`config.mk`:
```
export PLATFORM = sky130hd
export DESIGN_NAME = mem_stage_flat
export DESIGN_NICKNAME = d
export VERILOG_FILES = /design/src/rtl/mem_stage_if.sv /design/src/rtl/mem_stage.sv /design/src/flat_wrapper.sv
export SDC_FILE = /design/constraint.sdc
export NUM_CORES = 1
export LEC_CHECK = 0
export BUFFER_PORTS_ARGS = -buffer_cell sky130_fd_sc_hd__buf_2
export CAP_MARGIN = 20
export CORE_MARGIN = 8
export CORE_UTILIZATION = 45
export CTS_CLUSTER_DIAMETER = 100
export DETAILED_ROUTE_END_ITERATION = 8
export GPL_ROUTABILITY_DRIVEN = 1
export PLACE_DENSITY = 0.82
export SLEW_MARGIN = 0
export SYNTH_ARGS = -nofsm -noshare
export SYNTH_HDL_FRONTEND = slang
export SYNTH_SLANG_ARGS = --single-unit
```
`constraint.sdc`:
```
create_clock -name clk -period 2.5 [get_ports clk]
set_input_delay 0.375 -clock clk [delete_from_list [all_inputs] [get_ports clk]]
set_output_delay 0.375 -clock clk [all_outputs]
set_load 0.1 [all_outputs]
```
`src/rtl/mem_stage_if.sv`:
```
// Data-memory request/acknowledge port between the MEM stage (master) and memory (slave).
interface mem_stage_if;
  logic        mem_req;
  logic        mem_we;
  logic [15:0] mem_addr;
  logic [15:0] mem_wdata;
  logic [15:0] mem_rdata;
  logic        mem_ack;

  modport master (output mem_req, mem_we, mem_addr, mem_wdata, input mem_rdata, mem_ack);
  modport slave  (input mem_req, mem_we, mem_addr, mem_wdata, output mem_rdata, mem_ack);
endinterface

```
`src/rtl/mem_stage.sv`:
```
// CPU memory-access stage: ALU ops pass through, loads/stores run a req/ack access with
// timeout and misalignment rejection, and all results land in the MEM/WB latch.
module mem_stage #(
  parameter int TIMEOUT = 16
) (
  input  logic        clk,
  input  logic        rst_n,
  input  logic        valid_in,
  input  logic [15:0] alu_result,
  input  logic [15:0] store_data,
  input  logic        MemRead,
  input  logic        MemWrite,
  input  logic        MemToReg_in,
  input  logic        RegWrite_in,
  input  logic [2:0]  wr_reg_in,
  output logic        stall,
  mem_stage_if.master mem,
  output logic [15:0] read_data,
  output logic [15:0] alu_out,
  output logic        MemToReg,
  output logic        RegWrite,
  output logic [2:0]  wr_reg,
  output logic        valid_out,
  output logic        err
);

  typedef enum logic {S_IDLE, S_WAIT} state_t;

  localparam logic [7:0] TO_LAST = 8'(TIMEOUT - 1);

  state_t      r_state;
  logic [7:0]  r_cnt;
  logic        r_req, r_we;
  logic [15:0] r_addr, r_wdata;
  logic        r_cap_m2r, r_cap_rw;
  logic [2:0]  r_cap_wr;
  logic [15:0] r_rdata, r_alu;
  logic        r_m2r, r_rw, r_vld, r_err;
  logic [2:0]  r_wr;

  logic w_mem_op, w_mis, w_issue, w_last;

  assign w_mem_op = valid_in & (MemRead | MemWrite);
  assign w_mis    = alu_result[0];
  assign w_issue  = w_mem_op & ~w_mis;
  assign w_last   = (r_cnt == TO_LAST);

  // Stall is released in the ack cycle or the final timeout cycle so upstream advances at that edge.
  always_comb begin
    stall = 1'b0;
    if (r_state == S_IDLE) stall = w_issue;
    else                   stall = ~mem.mem_ack & ~w_last;
  end

  always_ff @(posedge clk or negedge rst_n) begin
    if (!rst_n) begin
      r_state   <= S_IDLE;
      r_cnt     <= '0;
      r_req     <= 1'b0;
      r_we      <= 1'b0;
      r_addr    <= '0;
      r_wdata   <= '0;
      r_cap_m2r <= 1'b0;
      r_cap_rw  <= 1'b0;
      r_cap_wr  <= '0;
      r_rdata   <= '0;
      r_alu     <= '0;
      r_m2r     <= 1'b0;
      r_rw      <= 1'b0;
      r_wr      <= '0;
      r_vld     <= 1'b0;
      r_err     <= 1'b0;
    end else begin
      case (r_state)
        S_IDLE: begin
          if (w_issue) begin
            r_req     <= 1'b1;
            r_we      <= MemWrite;
            r_addr    <= alu_result;
            r_wdata   <= store_data;
            r_cap_m2r <= MemToReg_in;
            r_cap_rw  <= RegWrite_in;
            r_cap_wr  <= wr_reg_in;
            r_cnt     <= '0;
            r_state   <= S_WAIT;
            r_vld     <= 1'b0;
            r_rw      <= 1'b0;
            r_err     <= 1'b0;
            r_rdata   <= '0;
          end else begin
            // Only a misaligned memory op reaches here as a memory op.
            r_vld   <= valid_in;
            r_alu   <= alu_result;
            r_m2r   <= MemToReg_in;
            r_wr    <= wr_reg_in;
            r_rw    <= RegWrite_in & ~w_mem_op;
            r_err   <= w_mem_op;
            r_rdata <= '0;
          end
        end
        S_WAIT: begin
          if (mem.mem_ack || w_last) begin
            r_req   <= 1'b0;
            r_state <= S_IDLE;
            r_vld   <= 1'b1;
            r_alu   <= r_addr;
            r_m2r   <= r_cap_m2r;
            r_wr    <= r_cap_wr;
            r_rw    <= mem.mem_ack & r_cap_rw;
            r_err   <= ~mem.mem_ack;
            r_rdata <= (mem.mem_ack && !r_we) ? mem.mem_rdata : 16'h0000;
          end else begin
            if (r_cnt != 8'hFF) r_cnt <= r_cnt + 8'd1;
            r_vld   <= 1'b0;
            r_rw    <= 1'b0;
            r_err   <= 1'b0;
            r_rdata <= '0;
          end
        end
        default: r_state <= S_IDLE;
      endcase
    end
  end

  assign mem.mem_req   = r_req;
  assign mem.mem_we    = r_we;
  assign mem.mem_addr  = r_addr;
  assign mem.mem_wdata = r_wdata;

  assign read_data = r_rdata;
  assign alu_out   = r_alu;
  assign MemToReg  = r_m2r;
  assign RegWrite  = r_rw;
  assign wr_reg    = r_wr;
  assign valid_out = r_vld;
  assign err       = r_err;

endmodule

```
`src/flat_wrapper.sv`:
```
// flat-port wrapper written by rule: the top's interface ports become plain ports
module mem_stage_flat 
#(
  parameter int TIMEOUT = 16
)
  (clk, rst_n, valid_in, alu_result, store_data, MemRead, MemWrite, MemToReg_in, RegWrite_in, wr_reg_in, stall, read_data, alu_out, MemToReg, RegWrite, wr_reg, valid_out, err, mem_mem_req, mem_mem_we, mem_mem_addr, mem_mem_wdata, mem_mem_rdata, mem_mem_ack);
  mem_stage_if mem_i ();
  input  logic clk;
  input  logic rst_n;
  input  logic valid_in;
  input  logic [15:0] alu_result;
  input  logic [15:0] store_data;
  input  logic MemRead;
  input  logic MemWrite;
  input  logic MemToReg_in;
  input  logic RegWrite_in;
  input  logic [2:0] wr_reg_in;
  output logic stall;
  output logic [15:0] read_data;
  output logic [15:0] alu_out;
  output logic MemToReg;
  output logic RegWrite;
  output logic [2:0] wr_reg;
  output logic valid_out;
  output logic err;
  output wire logic [$bits(mem_i.mem_req)-1:0] mem_mem_req;
  output wire logic [$bits(mem_i.mem_we)-1:0] mem_mem_we;
  output wire logic [$bits(mem_i.mem_addr)-1:0] mem_mem_addr;
  output wire logic [$bits(mem_i.mem_wdata)-1:0] mem_mem_wdata;
  input wire logic [$bits(mem_i.mem_rdata)-1:0] mem_mem_rdata;
  input wire logic [$bits(mem_i.mem_ack)-1:0] mem_mem_ack;
  assign mem_mem_req = mem_i.mem_req;
  assign mem_mem_we = mem_i.mem_we;
  assign mem_mem_addr = mem_i.mem_addr;
  assign mem_mem_wdata = mem_i.mem_wdata;
  assign mem_i.mem_rdata = mem_mem_rdata;
  assign mem_i.mem_ack = mem_mem_ack;
  mem_stage #(.TIMEOUT(TIMEOUT)) u_core (.clk(clk), .rst_n(rst_n), .valid_in(valid_in), .alu_result(alu_result), .store_data(store_data), .MemRead(MemRead), .MemWrite(MemWrite), .MemToReg_in(MemToReg_in), .RegWrite_in(RegWrite_in), .wr_reg_in(wr_reg_in), .stall(stall), .mem(mem_i), .read_data(read_data), .alu_out(alu_out), .MemToReg(MemToReg), .RegWrite(RegWrite), .wr_reg(wr_reg), .valid_out(valid_out), .err(err));
endmodule
```
## After elaboration in Yosys (flattened, before gate mapping)

Index checks and enable logic that the tools add are counted.

- Register bits: 87
- Bits in latches: 0
- RAM bits: 0
- Bits in read-only memories: 0
- Bits of input ports: 59
- Output and inout bits: 74
- Word-level logic and storage cells: 74
- Memories: 0

- Add/sub/neg operators: 1
- Multipliers: 0
- Divide/modulo/power cells: 0
- $lt $le $gt $ge: 0
- Equal/unequal tests: 7
- Shifts and indexed selects: 0
- Multiplexer cells: 32
- Bitwise logic cells: 11
- Reduce and logical (&&, ||, !) cells: 7

Operator list:

| operator | count |
|---|---|
| $mux W16 | 4 |
| $pmux W16 S2 | 2 |
| $mux W8 | 3 |
| $pmux W8 S2 | 1 |
| $mux W1 | 13 |
| $pmux W1 S2 | 6 |
| $add A8 B1 Y8 const B | 1 |
| $eq A8 B4 Y1 const B | 1 |
| $ne A2 B2 Y1 const B | 4 |
| $ne A8 B8 Y1 const B | 1 |
| $mux W3 | 2 |
| $pmux W3 S2 | 1 |
| $reduce_and A2 Y1 | 3 |
| $and A1 B1 Y1 | 5 |
| $not A1 Y1 | 5 |
| $reduce_and A3 Y1 | 1 |
| $ne A2 B1 Y1 const B | 1 |
| $logic_and A1 B1 Y1 | 1 |
| $logic_not A1 Y1 | 1 |
| $logic_or A1 B1 Y1 | 1 |
| $or A1 B1 Y1 | 1 |

## Longest topological paths before layout

- Depth after elaboration: 6
- Gate-level depth with buffers: 6
- Mapped depth without buffers: 5

## Worst setup path before layout

OpenSTA, ideal clock, no wires.

- Path kind: reg-to-output
- Start: register u_core.r_cnt[5]
- End: output port stall
- Data arrival time: 1.632 ns
- Required time: 2.125 ns
- Setup slack: 0.493 ns
- Stages on the path, launching flop included: 6
- Buffers on the path: 2
- Cells stage by stage: dfrtp_1 buf_6 or4_4 o21a_4 and2_4 buf_6

- Word-level cells in the longest chain between the ends: 4

Ends and longest elaborated chain:

| what | RTL line | source |
|---|---|---|
| start: declaration | mem_stage.sv:32 | `logic [7:0] r_cnt;` |
| start signal: assignment | mem_stage.sv:113 | `if (r_cnt != 8'hFF) r_cnt <= r_cnt + 8'd1;` |
| $eq A8 B4 Y1 | mem_stage.sv:46 | `assign w_last = (r_cnt == TO_LAST);` |
| $not A1 Y1 | mem_stage.sv:52 | `else stall = ~mem.mem_ack & ~w_last;` |
| $and A1 B1 Y1 | mem_stage.sv:52 |  |
| $mux W1 | mem_stage.sv:51 | `if (r_state == S_IDLE) stall = w_issue;` |
| end: declaration | flat_wrapper.sv:18 | `output logic stall;` |

Every way passes these cells.

## Worst setup path after layout

- Start: register u_core.r_cnt[4]
- End: output port stall

Same word-level chain as after synthesis.

==> run summary <==
- **run status** finished clean
- **final total negative setup slack** 0 ns
- **mapped cell area** 3647 um^2
- **cell with the largest stage delay on the worst path** sky130_fd_sc_hd__or4_4
- **Main synth FF type** sky130_fd_sc_hd__dfrtp_1
- **Avg Cell Area, Syn** 13.12 um^2
- **vias in the first global route** 2898
- **setup skew after layout** 0.009145 ns
- **detailed-route wire length per cell** 17.21 um
- **series of cell instances along the critical path** or4_4, o21a_4, and2_4, buf_12
- **maximum buffer depth of the clock tree** 2
- **timing-limited maximum frequency** 409.1 MHz
- **synthesized net count** 338
- **worst hold margin** 0.03365 ns
- **Yosys top cell area share** 59.69%
- **Total Die Area** 11240 um^2
- **die width** 106.0 um
- **worst min-delay path category** in2async
- **layout cells sized above 1** 52.29%
- **# setup viols final** 0
- **Area growth syn-to-layout** 28.30%
- **most numerous cell types in the synthesized netlist** 87 x sky130_fd_sc_hd__dfrtp_1, 37 x sky130_fd_sc_hd__mux2_2, 26 x sky130_fd_sc_hd__nand3_1
- **Max FO, Critical Path** 12
- **cell total after placement** 503
- **routability congestion estimate from global placement** 0.8856
- **library cell with the highest instance count after synthesis** sky130_fd_sc_hd__dfrtp_1
- **Slowest Stage Delay on Critical Path** 0.57 ns
- **Post CTS Setup Buffer Count** 0
- **input/output buffers** 132
- **global-route wire length before repair** 14.58 mm
- **DR iter-0 viols** 70
- **count of cell types in the netlist** 38
- **total number of vias** 2691
- **Worst setup SP type** flop
- **core outline area** 8051 um^2
- **Starting Density** 45.30%
- **final number of max-transition violations** 0
- **Post-CTS Hold Fix Bufs** 0
- **fin cells** 521
- **height of the die** 106.0 um
- **clock sink total** 87
- **fraction of the cycle the final worst path needs** 97.78%
- **worst-case headroom to the max-slew limit** 47.72%
- **routed via count divided by cell count** 5.165
- **max-capacitance violation count** 0
- **DRC errors left** 0
- **transition time at the pin with the least slew margin** 0.7814 ns
- **maximum level of the CTS H-tree** 3
- **TritonCTS clock tree** built
- **detailed placer's ending HPWL** 6.492 mm
- **setup repair after global routing missed its margin** false
- **total of fill cells in the finished design** 674
- **detailed-router iteration count before antenna repair** 4
- **fraction of synthesis flops using an asynchronous set or reset pin** 100.0%
- **category of cells accounting for the largest share of critical-path delay** simple AND/OR/NAND/NOR gates
- **count of state elements after synthesis** 87
- **later-pin clock latency in the skew report** 0.36 ns
- **core occupancy in the finished layout** 58.12%
- **top cells by area, synth** sky130_fd_sc_hd__dfrtp_1 60%, sky130_fd_sc_hd__mux2_2 11%, sky130_fd_sc_hd__mux2i_1 5.5%
- **layout net count** 470
- **arrival time at the worst endpoint** 2.07 ns
- **gate count of the mapped netlist** 278
- **dominant cell type by area after synthesis** sky130_fd_sc_hd__dfrtp_1
- **clock-pin slew on the worst setup and hold paths** 0.08 ns
- **count of buffering cells on the critical path with inverters included** 1
- **minimum period implied by the final worst setup slack** 2.444 ns
- **leftover overflow at the end of global routing** 0
- **sequential-to-total area share from yosys stat** 59.69%
- **total length of routed wires** 8.969 mm
- **Clock Root Buffer** sky130_fd_sc_hd__clkbuf_8
- **aggregate global-route resource usage** 16.26%
- **type of destination of the critical path** output port
- **EDFF count, synth** 0
- **YS warnings** 0
- **initial antenna violation count** 2
- **number of antenna-violating nets in the routed design** 0
- **number of buffers created by CTS** 9
- **largest net degree at the start of global routing** 51
- **final count of hold timing violations** 0
- **Req. time, crit path** 2.12 ns
- **critical path class** reg2out
- **count of boundary I/O pins** 133
- **Site Rows** 33
[worst register-to-register path: stages, from the launching register on]
cell and delay (ns):
sky130_fd_sc_hd__dfrtp_1 0.47, sky130_fd_sc_hd__or4_4 0.57, sky130_fd_sc_hd__o21a_4 0.25, sky130_fd_sc_hd__buf_4 0.21, sky130_fd_sc_hd__a31oi_1 0.23, sky130_fd_sc_hd__a21oi_2 0.04
[stage by stage]
stage	area, um^2	worst slack (ns)
after floorplan	3647	0.4928
after CTS	4676	0.03078
after global placement	4447	0.3901
after global routing	4679	0.006908
final	4679	0.05561
after detailed placement	4447	0.3440
[timing repair]
action	4_1_cts	5_1_grt
setup endpoints to repair	1	1
gates resized for setup	0	1
cloned	1	0
[cells by family (layout without fill, tap and decap cells)]
| group | count (synthesis) | after routing | synth area share (%) |
|---|---|---|---|
| compound gates | 43 | 43 | 9.468 |
| flops | 87 | 87 | 59.69 |
| other cells | 0 | 1 | 0 |
| buf+inv | 23 | 159 | 3.053 |
| mux | 57 | 57 | 16.91 |
| fa+ha+maj | 1 | 1 | 0.3430 |
| xor+xnor | 3 | 3 | 0.7205 |
| simple gates | 64 | 65 | 9.812 |
[worst paths after layout]
check                                          to  slack (ns)               start  cells past startpoint
min reg2reg                    u_core.mem.mem_req        0.50  u_core.mem.mem_req                      1
min in group clk              u_core.read_data[3]        0.21    mem_mem_rdata[3]                      2
max                                         stall        0.06     u_core.r_cnt[4]                      4
max reg2reg                       u_core.r_cnt[7]        0.60     u_core.r_cnt[4]                      5
max in group asynchronous  u_core.mem.mem_addr[2]        1.85               rst_n                      2
min                            u_core.alu_out[13]        0.03               rst_n                      1
[metal layers]
metal  GRT usage [%]  wire [um]
met4           6.030        127
met5               0         10
met3           8.167        904
met1           17.15       3356
met2           27.35       4570
[layout by cell type (no fill, tap or decap), types with 2 or more instances in the layout]
cell                        netlist  routed
sky130_fd_sc_hd__a21o_1           2       2
sky130_fd_sc_hd__a21oi_2          2       2
sky130_fd_sc_hd__a22o_1           3       3
sky130_fd_sc_hd__and2_1          16      16
sky130_fd_sc_hd__buf_12           0       3
sky130_fd_sc_hd__buf_2            2     130
sky130_fd_sc_hd__buf_4            0       6
sky130_fd_sc_hd__bufinv_16        0       2
sky130_fd_sc_hd__clkbuf_8         0       9
sky130_fd_sc_hd__clkinv_4         0       2
sky130_fd_sc_hd__dfrtp_1         87      86
sky130_fd_sc_hd__inv_1            4       4
sky130_fd_sc_hd__mux2_2          37      37
sky130_fd_sc_hd__mux2i_1         20      20
sky130_fd_sc_hd__nand2_1          5       5
sky130_fd_sc_hd__nand2b_1         2       2
sky130_fd_sc_hd__nand3_1         26      26
sky130_fd_sc_hd__nand4_1          4       4
sky130_fd_sc_hd__nor2_1           2       2
sky130_fd_sc_hd__nor2b_1          3       3
sky130_fd_sc_hd__o21ai_0          5       5
sky130_fd_sc_hd__o21ai_1          3       3
sky130_fd_sc_hd__o21ai_2         17      17
sky130_fd_sc_hd__xnor2_1          3       3
[cell type report]
class,count,area (um^2),area share [%]
clock buffer,10,127.6,2.727
timing repair buffer,139,755.7,16.15
antenna,1,2.502,0.05348
clock inverter,6,93.84,2.005
tap,105,131.4,2.807
sequential,87,2178,46.55
multi-input combinational,169,1375,29.39
inverter,4,15.01,0.3209
Power is left out: the tool's default activity adds up to more than one toggle a clock period on the data nets, which glitch-free logic cannot reach.
